**config.mk**
```make
export PLATFORM = sky130hd
export DESIGN_NAME = pc_sequencer_flat
export DESIGN_NICKNAME = d
export VERILOG_FILES = /design/src/rtl/pc_sequencer_if.sv /design/src/rtl/pc_sequencer.sv /design/src/flat_wrapper.sv
export SDC_FILE = /design/constraint.sdc
export NUM_CORES = 1
export LEC_CHECK = 0
export CAP_MARGIN = 20
export CORE_UTILIZATION = 55
export CTS_BUF_LIST = sky130_fd_sc_hd__clkbuf_4
export CTS_CLUSTER_DIAMETER = 60
export DETAILED_ROUTE_END_ITERATION = 16
export PLACE_DENSITY = 0.81
export SLEW_MARGIN = 20
export SYNTH_ARGS = -nofsm -noshare
export SYNTH_HDL_FRONTEND = slang
export SYNTH_SLANG_ARGS = --single-unit
```
**constraint.sdc**
```tcl
create_clock -name clk -period 4.2 [get_ports clk]
set_clock_uncertainty 0.15 [all_clocks]
set_input_delay 0.63 -clock clk [delete_from_list [all_inputs] [get_ports clk]]
set_output_delay 0.63 -clock clk [all_outputs]
set_load 0.01 [all_outputs]
```
**src/rtl/pc_sequencer_if.sv**
```systemverilog
// Decode/config side to PC sequencer bundle: control strobes, table writes, PC/status back.
// Latency: n/a (wiring only).
// Backpressure: none; stall is the only hold mechanism and it travels inside this bundle.
//
// Ports (master = decode/config driver, slave = pc_sequencer):
//   start, stall, branch, idx, halt   decode controls into the sequencer
//   cfg_we, cfg_idx, cfg_data         branch-target table write port
//   pc, running, done, cycles         sequencer outputs
interface pc_sequencer_if #(
  parameter int D  = 8,
  parameter int CW = 16
);
  logic          start;
  logic          stall;
  logic          branch;
  logic [2:0]    idx;
  logic          halt;
  logic          cfg_we;
  logic [2:0]    cfg_idx;
  logic [D-1:0]  cfg_data;
  logic [D-1:0]  pc;
  logic          running;
  logic          done;
  logic [CW-1:0] cycles;

  modport master (
    output start, stall, branch, idx, halt, cfg_we, cfg_idx, cfg_data,
    input  pc, running, done, cycles
  );

  modport slave (
    input  start, stall, branch, idx, halt, cfg_we, cfg_idx, cfg_data,
    output pc, running, done, cycles
  );
endinterface

```
**src/rtl/pc_sequencer.sv**
```systemverilog
// PC sequencer: owns PC, IDLE/RUN/DONE state, 8-entry absolute branch-target table, run-cycle counter.
// Latency: decode inputs in cycle N set pc in cycle N+1; table read is combinational.
// Backpressure: stall holds pc (cycle counter still advances); no other flow control.
//
// Ports:
//   clk    system clock, rising edge
//   reset  asynchronous active-high; returns state, pc, cycles and table to defaults
//   bus    pc_sequencer_if slave: decode controls, table write port, pc/running/done/cycles
module pc_sequencer #(
  parameter int D  = 8,
  parameter int CW = 16
) (
  input  logic           clk,
  input  logic           reset,
  pc_sequencer_if.slave  bus
);

  typedef enum logic [1:0] {IDLE, RUN, DONE} state_t;

  state_t        state, state_nxt;
  logic [D-1:0]  pc_q, pc_nxt;
  logic [CW-1:0] cyc_q, cyc_nxt, cyc_sat;
  logic [D-1:0]  tbl [8];

  // Counter saturates at all-ones rather than wrapping.
  assign cyc_sat = (cyc_q == {CW{1'b1}}) ? cyc_q : cyc_q + 1'b1;

  always_ff @(posedge clk or posedge reset) begin
    if (reset) begin
      state <= IDLE;
      pc_q  <= '0;
      cyc_q <= '0;
    end else begin
      state <= state_nxt;
      pc_q  <= pc_nxt;
      cyc_q <= cyc_nxt;
    end
  end

  // Table writes land on the edge, so a same-cycle branch still reads the old entry.
  always_ff @(posedge clk or posedge reset) begin
    if (reset) begin
      tbl[0] <= D'(4);
      tbl[1] <= D'(8);
      for (int i = 2; i < 8; i++) tbl[i] <= '0;
    end else if (bus.cfg_we) begin
      tbl[bus.cfg_idx] <= bus.cfg_data;
    end
  end

  always_comb begin
    state_nxt = state;
    pc_nxt    = pc_q;
    cyc_nxt   = cyc_q;
    case (state)
      IDLE: begin
        if (bus.start) begin
          state_nxt = RUN;
          pc_nxt    = '0;
          cyc_nxt   = '0;
        end
      end
      RUN: begin
        if (bus.start) begin
          pc_nxt  = '0;
          cyc_nxt = '0;
        end else if (bus.halt) begin
          // The halting edge freezes pc and is not counted as a run cycle.
          state_nxt = DONE;
        end else begin
          cyc_nxt = cyc_sat;
          if (bus.stall) begin
            pc_nxt = pc_q;
          end else if (bus.branch) begin
            pc_nxt = tbl[bus.idx];
          end else begin
            pc_nxt = pc_q + 1'b1;
          end
        end
      end
      DONE: begin
        if (bus.start) begin
          state_nxt = RUN;
          pc_nxt    = '0;
          cyc_nxt   = '0;
        end
      end
      default: begin
        state_nxt = IDLE;
        pc_nxt    = '0;
        cyc_nxt   = '0;
      end
    endcase
  end

  assign bus.pc      = pc_q;
  assign bus.cycles  = cyc_q;
  assign bus.running = (state == RUN);
  assign bus.done    = (state == DONE);

endmodule

```
**src/flat_wrapper.sv**
```systemverilog
// flat-port wrapper written by rule: the top's interface ports become plain ports
module pc_sequencer_flat 
#(
  parameter int D  = 8,
  parameter int CW = 16
)
  (clk, reset, bus_start, bus_stall, bus_branch, bus_idx, bus_halt, bus_cfg_we, bus_cfg_idx, bus_cfg_data, bus_pc, bus_running, bus_done, bus_cycles);
  pc_sequencer_if #(.D(D), .CW(CW)) bus_i ();
  input  logic clk;
  input  logic reset;
  input wire logic [$bits(bus_i.start)-1:0] bus_start;
  input wire logic [$bits(bus_i.stall)-1:0] bus_stall;
  input wire logic [$bits(bus_i.branch)-1:0] bus_branch;
  input wire logic [$bits(bus_i.idx)-1:0] bus_idx;
  input wire logic [$bits(bus_i.halt)-1:0] bus_halt;
  input wire logic [$bits(bus_i.cfg_we)-1:0] bus_cfg_we;
  input wire logic [$bits(bus_i.cfg_idx)-1:0] bus_cfg_idx;
  input wire logic [$bits(bus_i.cfg_data)-1:0] bus_cfg_data;
  output wire logic [$bits(bus_i.pc)-1:0] bus_pc;
  output wire logic [$bits(bus_i.running)-1:0] bus_running;
  output wire logic [$bits(bus_i.done)-1:0] bus_done;
  output wire logic [$bits(bus_i.cycles)-1:0] bus_cycles;
  assign bus_i.start = bus_start;
  assign bus_i.stall = bus_stall;
  assign bus_i.branch = bus_branch;
  assign bus_i.idx = bus_idx;
  assign bus_i.halt = bus_halt;
  assign bus_i.cfg_we = bus_cfg_we;
  assign bus_i.cfg_idx = bus_cfg_idx;
  assign bus_i.cfg_data = bus_cfg_data;
  assign bus_pc = bus_i.pc;
  assign bus_running = bus_i.running;
  assign bus_done = bus_i.done;
  assign bus_cycles = bus_i.cycles;
  pc_sequencer #(.D(D), .CW(CW)) u_core (.clk(clk), .reset(reset), .bus(bus_i));
endmodule
```
[Word-level counts from Yosys, hierarchy flattened]
Cells that the tools add are included.
Word-level totals
  register bits: 90
  latch bits: 0
  RAM bits: 0
  memory bits (read-only): 0
  input bits: 21
  output and inout port bits: 26
  memories kept: 0
Operators by class
  $add $sub $neg: 2
  $mul: 0
  div/mod/pow operators: 0
  $lt $le $gt $ge: 3
  equality and inequality tests: 9
  shift operators: 0
  mux-type cells: 21
  bitwise logic cells: 2
  reduce and logical (&&, ||, !) cells: 6
Operator list (number)
  $bwmux W64: 1
  $mux W16: 4
  $mux W8: 8
  $pmux W16 S2: 1
  $bmux W8 S3: 1
  $demux W8 S3: 1
  $add A16 B1 Y16 const B: 1
  $eq A16 B16 Y1 const B: 1
  $pmux W8 S2: 1
  $ne A3 B3 Y1 const B: 3
  $reduce_and A3 Y1: 3
  $add A8 B1 Y8 const B: 1
  $ge A4 B4 Y1 const B: 2
  $not A3 Y4: 2
  $mux W2: 3
  $lt A4 B1 Y1 const B: 1
  $ne A2 B2 Y1 const B: 2
  $pmux W2 S2: 1
  $eq A2 B1 Y1 const B: 1
  $eq A2 B2 Y1 const B: 1
  $logic_not A2 Y1: 1
  $ne A2 B1 Y1 const B: 1
  $reduce_or A2 Y1: 1
  $logic_and A1 B1 Y1: 1

[Depth between registers and ports, before layout]
Gate-level depths: netlist of the first run.
  word-level depth: 9
  gate-level depth with buffers: 6
  depth with buffers taken out: 5

[Worst setup path after synthesis of the first run]
Ideal clock, no wire load.
  kind: input -> register
  from: in bus_start
  to: reg u_core.cyc_q[6], in the netlist u_core.bus.cycles[6]
  arrival time: 1.878 ns
  data required time: 3.985 ns
  slack: 2.107 ns
  cell stages on the path: 5
  buffers on the path: 2
  cell sequence: buf_2 or4b_4 buf_2 nor4_1 o22a_1
Between the ends
  word-level cells in the longest chain between the ends: 2
RTL lines
  from (decl): line flat_wrapper.sv:11  | input wire logic [$bits(bus_i.start)-1:0] bus_start;
  $ne A3 B3 Y1 (no source line), or another cell as far along
  $reduce_and A3 Y1 (no source line) or $pmux W16 S2 (tied branches)
  to (signal assigned): line pc_sequencer.sv:36  | cyc_q <= cyc_nxt;
  to (decl): line pc_sequencer.sv:22  | logic [CW-1:0] cyc_q, cyc_nxt, cyc_sat;
Parallel ways exist; a longest one is shown, timed or not.
A chain may end at the register's enable or synchronous reset.

[Worst setup path in the final report of the first run]
  from: in bus_idx[0]
  to: reg u_core.pc_q[4], in the netlist u_core.bus.pc[4]
Between the ends
  word-level cells in the longest chain between the ends: 9
RTL lines
  from (decl): line flat_wrapper.sv:14  | input wire logic [$bits(bus_i.idx)-1:0] bus_idx;
  $not A3 Y4 (implied by the code): line pc_sequencer.sv:75  | pc_nxt = tbl[bus.idx];
  $bmux W8 S3: line pc_sequencer.sv:75
  $mux W8 (implied by the code) (2 in series): line pc_sequencer.sv:75
  $mux W8: line pc_sequencer.sv:74  | end else if (bus.branch) begin
  $mux W8: line pc_sequencer.sv:72  | if (bus.stall) begin
  $mux W8: line pc_sequencer.sv:67  | end else if (bus.halt) begin
  $mux W8: line pc_sequencer.sv:64  | if (bus.start) begin
  $pmux W8 S2: line pc_sequencer.sv:55  | case (state)
  to (signal assigned): line pc_sequencer.sv:35  | pc_q <= pc_nxt;
  to (decl): line pc_sequencer.sv:21  | logic [D-1:0] pc_q, pc_nxt;
No other way between the ends. The select of a mux whose other input is x is not followed.

==> impl_metrics.json, run 1 <==
{
  "status": "finished, final reports clean",
  "critPathBufInv": 1,
  "tns_ns": 0,
  "numPortBuffers": 46,
  "grt_pass1_wl_um": 15600,
  "grtUsageTotal_pct": 24.0,
  "switchingPower_w": 0.000509,
  "drive_gt1_share_pct": 29.4,
  "die_h_um": 91.9,
  "rows": 32,
  "cellLeakagePower_nw": 2.10,
  "timing.hold.ws_ns": 0.367,
  "fp.dieW_um": 91.9,
  "pwr-share-comb_pct": 17.4,
  "grt_pass1_vias": 3078,
  "dieArea_sq_um": 8440,
  "hp-start": "u_core.tbl[42]$_DFFE_PP0P_",
  "crit_start": "bus_idx[0]",
  "switching_share_pct": 24.8,
  "critical_path_required_ns": 4.36,
  "postCtsSetupRepairBufs": 0,
  "synth_fp_nets": 366,
  "dpl_cell_area_sq_um": 4990,
  "regToRegSetupSlack_ns": 1.78,
  "yosysTopAreaCell": "dfrtp_1",
  "cts_max_path_buffers": 2,
  "grt_antenna_before_repair": 0,
  "seq_area_frac_synth_pct": 50.8,
  "min_period_ns": 2.50,
  "clkSinkCount": 90,
  "cts-buffers-inserted": 9,
  "fin_crit_sh_pct": 59.4,
  "hold_viol": 0,
  "r2r_start": "u_core.bus.cycles[0]$_DFFE_PP0P_",
  "antenna_left": 0,
  "dr.pass1.iters": 4,
  "endpoint_kind": "flop",
  "cts_tree": "yes",
  "syn_area_sq_um": 4440,
  "power.total_w": 0.00205,
  "setup_violations": 0,
  "clockPowerShare_pct": 29.3,
  "power.density_nw_per_um2": 397,
  "grt_max_degree": 37,
  "initial_utilization_pct": 57.2,
  "ys.flop_type": "dfrtp_1",
  "synthArstFlopShare_pct": 100,
  "p_int_w": 0.00155,
  "n_antenna_cell": 0,
  "ios": 47,
  "synthTopCellsByArea": "dfrtp_1 50%, mux2_2 16%, mux4_2 8.1%, o22a_1 2.2%, mux2i_1 2.0%",
  "synthDistinctLibCells": 46,
  "drv_cap": 0,
  "htree_levels": 3,
  "cts_resized": 0,
  "fin_util_pct": 66.6,
  "cp_slowest_stage_delay_ns": 1.03,
  "num_vias": 3133,
  "seqPwrFrac_pct": 53.3,
  "syn_to_final_growth_pct": 16.5,
  "cts_hold_buffers": 0,
  "rsz0062_at_grt": "no",
  "ir_drop_mv": 0.235,
  "yosysTopAreaCellShare_pct": 49.6,
  "root_buffer": "clkbuf_4",
  "finalWeightedCongestion": 0.843,
  "crit_chain": "clkdlybuf4s50_1 -> mux4_2 -> mux2i_1 -> o221ai_1",
  "syn_inst": 343,
  "avgRoutedWirePerCell_um": 19.0,
  "cp_slowest_cell": "clkdlybuf4s50_1",
  "ys_ff_latch": 90,
  "critPathTopFamily": "buffers and inverters",
  "ys_warn_count": 0,
  "criticalPathCategory": "in -> reg",
  "slew_viol_final": 0,
  "drt_iter0_drc": 218,
  "fin_area_sq_um": 5170,
  "hp-class": "reg -> reg",
  "avgViaCountPerCell": 6.32,
  "core_region_area_sq_um": 7770,
  "gr-total-overflow": 0,
  "critical_path.max_fanout": 12,
  "drc": 0,
  "fmax_ghz": 0.401,
  "synth_edf_count": 0,
  "worstMarginPinSlew_ns": 0.971,
  "slew_headroom_pct": 35.0,
  "routed_wl_um": 9400,
  "hpwl_um": 6490,
  "synth_area_per_cell_sq_um": 12.9,
  "worstSkewPairLatency_ns": 0.44,
  "startpoint_type": "input port",
  "final_nets": 412,
  "cp_data_arrival_time_ns": 2.65,
  "clk_pin_slew_ns": 0.13
}
-- cells in the final DEF (no fill, tap or decap), drive strengths merged, types with 5 or more instances in the layout --
cell,n
clkbuf,11
nor3b,5
mux4,16
nor2,9
o22a,11
nand3,8
or3,5
o21ai,10
nor3,15
dfrtp,88
mux2i,9
clkdlybuf4s50,46
inv,7
o221ai,6
a21oi,10
mux2,65
nand2,19
nand4,6
-- logic make-up after synthesis --
kind of cell	synth area share, %
multiplexers	26.6
adder cells (fa/ha/maj)	0.563
buffers and inverters	2.11
flip-flops	50.8
AO/OA/AOI/OAI	8.23
AND/OR/NAND/NOR	11.7
-- layout make-up --
class / instances / area [sq um]
Fill cell: 580 / 2590
Sequential cell: 90 / 2250
Multi-Input combinational cell: 231 / 2090
Timing Repair Buffer: 49 / 483
Tap cell: 102 / 128
Clock inverter: 5 / 103
Clock buffer: 11 / 82.6
Inverter: 8 / 31.3
-- power groups by stage --
stage / Sequential, W / Clock [W] / Combinational (W)
floorplan: 0.00108 / 0 / 0.000274
global placement: 0.00110 / 0 / 0.000346
detailed placement: 0.00111 / 0 / 0.000361
CTS: 0.00109 / 0.000610 / 0.000363
global route: 0.00111 / 0.000642 / 0.000389
finish: 0.00110 / 0.000602 / 0.000358
-- per-stage QoR --
step	cells	setup WS, ns
6_report	496	1.70
4_1_cts	496	1.67
3_5_place_dp	480	1.22
2_1_floorplan	343	1.09
5_1_grt	496	1.57
3_3_place_gp	480	1.30
-- path summary, 6_finish.rpt --
kind / to / cells after the start
hold reg to reg: u_core.tbl[42]$_DFFE_PP0P_ / 1
max in group asynchronous: u_core.tbl[51]$_DFFE_PP1P_ / 3
setup / recovery: u_core.bus.pc[4]$_DFFE_PP0P_ / 4
min in group asynchronous: u_core.bus.pc[4]$_DFFE_PP0P_ / 2
hold / removal: u_core.tbl[42]$_DFFE_PP0P_ / 1
setup reg to reg: u_core.bus.cycles[1]$_DFFE_PP0P_ / 5
-- metal layers --
metal	share of wire (%)	GRT usage, %	wire (um)
met3	5.0	3.07	466
met1	45	33.9	4190
met5	0	0	0
met2	49	38.5	4610
met4	1.4	8.72	136
-- state kept, by name, summed over array words and instances, names as in the netlist --
register,cells
u_core.bus.cycles,16
u_core.tbl,64
u_core.state,2
u_core.bus.pc,8
-- cells in the mapped netlist (all sizes together), types with 3 or more instances --
library cell   n
dfrtp         88
mux2          65
nand2         19
mux4          16
nor3          15
o22a          11
a21oi         10
o21ai         10
buf            9
mux2i          9
nor2           9
inv            8
nand3          8
nand4          6
o221ai         6
clkbuf         5
nor3b          5
or3            5
nand4b         3
nor4           3
or2            3
Power figures use the tool's default switching activity.
==> inputs of run 2 (changes only) <==
--- a/config.mk
+++ b/config.mk
@@ -6,7 +6,7 @@
 export NUM_CORES = 1
 export LEC_CHECK = 0
 export CAP_MARGIN = 20
-export CORE_UTILIZATION = 55
+export CORE_UTILIZATION = 53
 export CTS_BUF_LIST = sky130_fd_sc_hd__clkbuf_4
 export CTS_CLUSTER_DIAMETER = 60
 export DETAILED_ROUTE_END_ITERATION = 16
==> constraint.sdc (replaced) <==
create_clock -name clk -period 2.1 [get_ports clk]
set_clock_uncertainty 0.15 [all_clocks]
set_input_delay 0.315 -clock clk [delete_from_list [all_inputs] [get_ports clk]]
set_output_delay 0.315 -clock clk [all_outputs]
set_load 0.01 [all_outputs]
==> run 2 against run 1 <==
Effect of this change: first-iteration DRC count decreased by 7.8%; register-to-register slack got worse by 1.7 ns; die area increased by 3.7%; combinational power increased by 130%; total power increased by 91%; sequential share of layout area decreased by 2.8 points; final cell count increased by 9.7%; worst hold slack got worse by 0.20 ns; sequential cell count unchanged; setup slack got worse by 1.6 ns; critical path depth increased by 2; core utilization increased by 1.2 points.
==> impl_metrics.json, run 2 (same netlist as run 1, synthesis figures left out) <==
{
  "status": "finished, final reports clean",
  "grt_pass1_vias": 3362,
  "grt_pass1_wl_um": 16400,
  "switching_share_pct": 26.1,
  "worstMarginPinSlew_ns": 0.432,
  "final_nets": 457,
  "criticalPathCategory": "reg -> reg",
  "endpoint_kind": "flop",
  "hpwl_um": 6990,
  "fp.dieW_um": 93.5,
  "finalWeightedCongestion": 0.830,
  "initial_utilization_pct": 54.3,
  "avgViaCountPerCell": 6.03,
  "final_cell_mix": "86 x dfrtp_1, 65 x mux2_2, 44 x clkdlybuf4s50_1",
  "rsz0062_at_grt": "no",
  "fin_ws_ns": 0.0988,
  "n_antenna_cell": 0,
  "hp-class": "in -> async",
  "root_buffer": "clkbuf_4",
  "fill_cells": 603,
  "drt_iter0_drc": 201,
  "cp_slowest_cell": "dfrtp_2",
  "pre_cts_ws_ns": -0.203,
  "critical_path.max_fanout": 5,
  "clkSinkCount": 90,
  "critical_path_required_ns": 2.29,
  "crit_chain": "buf_4 -> or3b_1 -> buf_4 -> nor2_1 -> a21oi_1 -> o221ai_1",
  "clk_pin_slew_ns": 0.14,
  "syn_to_final_growth_pct": 24.8,
  "regToRegSetupSlack_ns": 0.1,
  "grt_max_degree": 65,
  "startpoint_type": "flop",
  "cp_slowest_stage_delay_ns": 0.46,
  "fin_crit_sh_pct": 95.3,
  "drive_gt1_share_pct": 37.1,
  "antenna_left": 0,
  "hold_viol": 0,
  "cp_data_arrival_time_ns": 2.19,
  "dr.pass1.iters": 5,
  "numPortBuffers": 46,
  "routed_wl_um": 9750,
  "gr-total-overflow": 0,
  "fin_util_pct": 67.8,
  "cellLeakagePower_nw": 2.32,
  "slew_viol_final": 0,
  "die_h_um": 93.5,
  "dieArea_sq_um": 8750,
  "rows": 33,
  "power.total_w": 0.00393,
  "setup_violations": 0,
  "p_int_w": 0.00290,
  "cts_tree": "yes",
  "power.density_nw_per_um2": 708,
  "ios": 47,
  "drc": 0,
  "grt_antenna_before_repair": 0,
  "largest_register_ffs": 64,
  "num_vias": 3280,
  "layout.cells.most_common": "dfrtp_1",
  "min_period_ns": 2.00,
  "fmax_ghz": 0.500,
  "worstSkewPairLatency_ns": 0.43,
  "htree_levels": 3,
  "cpMostUsedCell": "buf_4",
  "slew_headroom_pct": 71.0,
  "switchingPower_w": 0.00103,
  "cts-buffers-inserted": 9,
  "pwr-share-comb_pct": 20.9,
  "ir_drop_mv": 0.456,
  "clockPowerShare_pct": 23.5,
  "avgRoutedWirePerCell_um": 17.9,
  "largest-register": "u_core.tbl",
  "drv_cap": 0,
  "seqPwrFrac_pct": 55.6,
  "grtUsageTotal_pct": 24.6,
  "cts_max_path_buffers": 2,
  "core_region_area_sq_um": 8180
}
-- run 2: changes by cell type in the layout (fill, tap and decap cells not counted), moves of 2 or more --
cell,delta
dfrtp_1,-2
clkdlybuf4s50_1,-2
nor3_1,-2
buf_12,+5
nor3_2,+2
clkinv_1,+2
buf_4,+40
dfrtp_2,+2
clkinvlp_4,+2
bufinv_16,-2
-- run 2: cell type report --
cell class	instances	area, sq um	area share, %
clock inverter	6	57.6	1.04
clock buffer	10	75.1	1.35
tap	105	131	2.37
multi-input combinational	231	2100	37.9
inverter	8	33.8	0.609
timing repair buffer	94	885	16.0
sequential	90	2260	40.7
-- run 2: through the flow --
| step | instance area [sq um] | cells | TNS (ns) | hold slack, ns |
|---|---|---|---|---|
| final | 5540 | 544 | 0 | 0.164 |
| after global routing | 5540 | 544 | 0 | 0.171 |
| after CTS | 5510 | 541 | 0 | 0.168 |
| after detailed placement | 5370 | 525 | -1.92 | 0.337 |
| after global placement | 5370 | 525 | -0.719 | 0.333 |
| after floorplan | 4450 | 343 | 0 | 0.315 |
-- run 2: worst paths after layout --
check / depth (start not counted) / endpoint / from
max: 6 / u_core.bus.pc[5]$_DFFE_PP0P_ / u_core.state[1]$_DFFE_PP0P_
min: 3 / u_core.tbl[19]$_DFFE_PP0P_ / reset
max reg2reg: 6 / u_core.bus.pc[5]$_DFFE_PP0P_ / u_core.state[1]$_DFFE_PP0P_
min reg2reg: 1 / u_core.tbl[8]$_DFFE_PP0P_ / u_core.tbl[8]$_DFFE_PP0P_
max in group asynchronous: 3 / u_core.state[0]$_DFFE_PP0P_ / reset
min in group clk: 1 / u_core.tbl[8]$_DFFE_PP0P_ / u_core.tbl[8]$_DFFE_PP0P_
-- run 2: metal layers --
layer  wire length [um]  GRT usage, %  vias to the layer above
met5                  0             0                        -
li1                   -             -                     1493
met3                506          4.15                       15
met4                116          7.95                        0
met1               4170          33.2                     1654
met2               4960          40.6                      118
-- run 2: repair_timing --
item | in CTS | in global routing
gates resized for setup | 3 | 3
buffers inserted | 0 | 3
hold buffers | 0 | 0
setup endpoints to repair | 2 | 3
pin swaps | 0 | 0
-- run 2: power by group through the flow --
stage	Clock [W]	Combinational, W	Sequential, W
2_1_floorplan	0	0.000549	0.00216
4_1_cts	0.000945	0.000816	0.00218
6_report	0.000924	0.000820	0.00218
5_1_grt	0.00103	0.000891	0.00222
3_5_place_dp	0	0.000815	0.00222
3_3_place_gp	0	0.000776	0.00219
-- run 2: critical path, delay by kind of cell (launching register included) --
| family | cells | cell delay (ns) |
|---|---|---|
| buf+inv | 2 | 0.32 |
| flops | 1 | 0.46 |
| simple gates | 2 | 0.67 |
| compound gates | 2 | 0.32 |
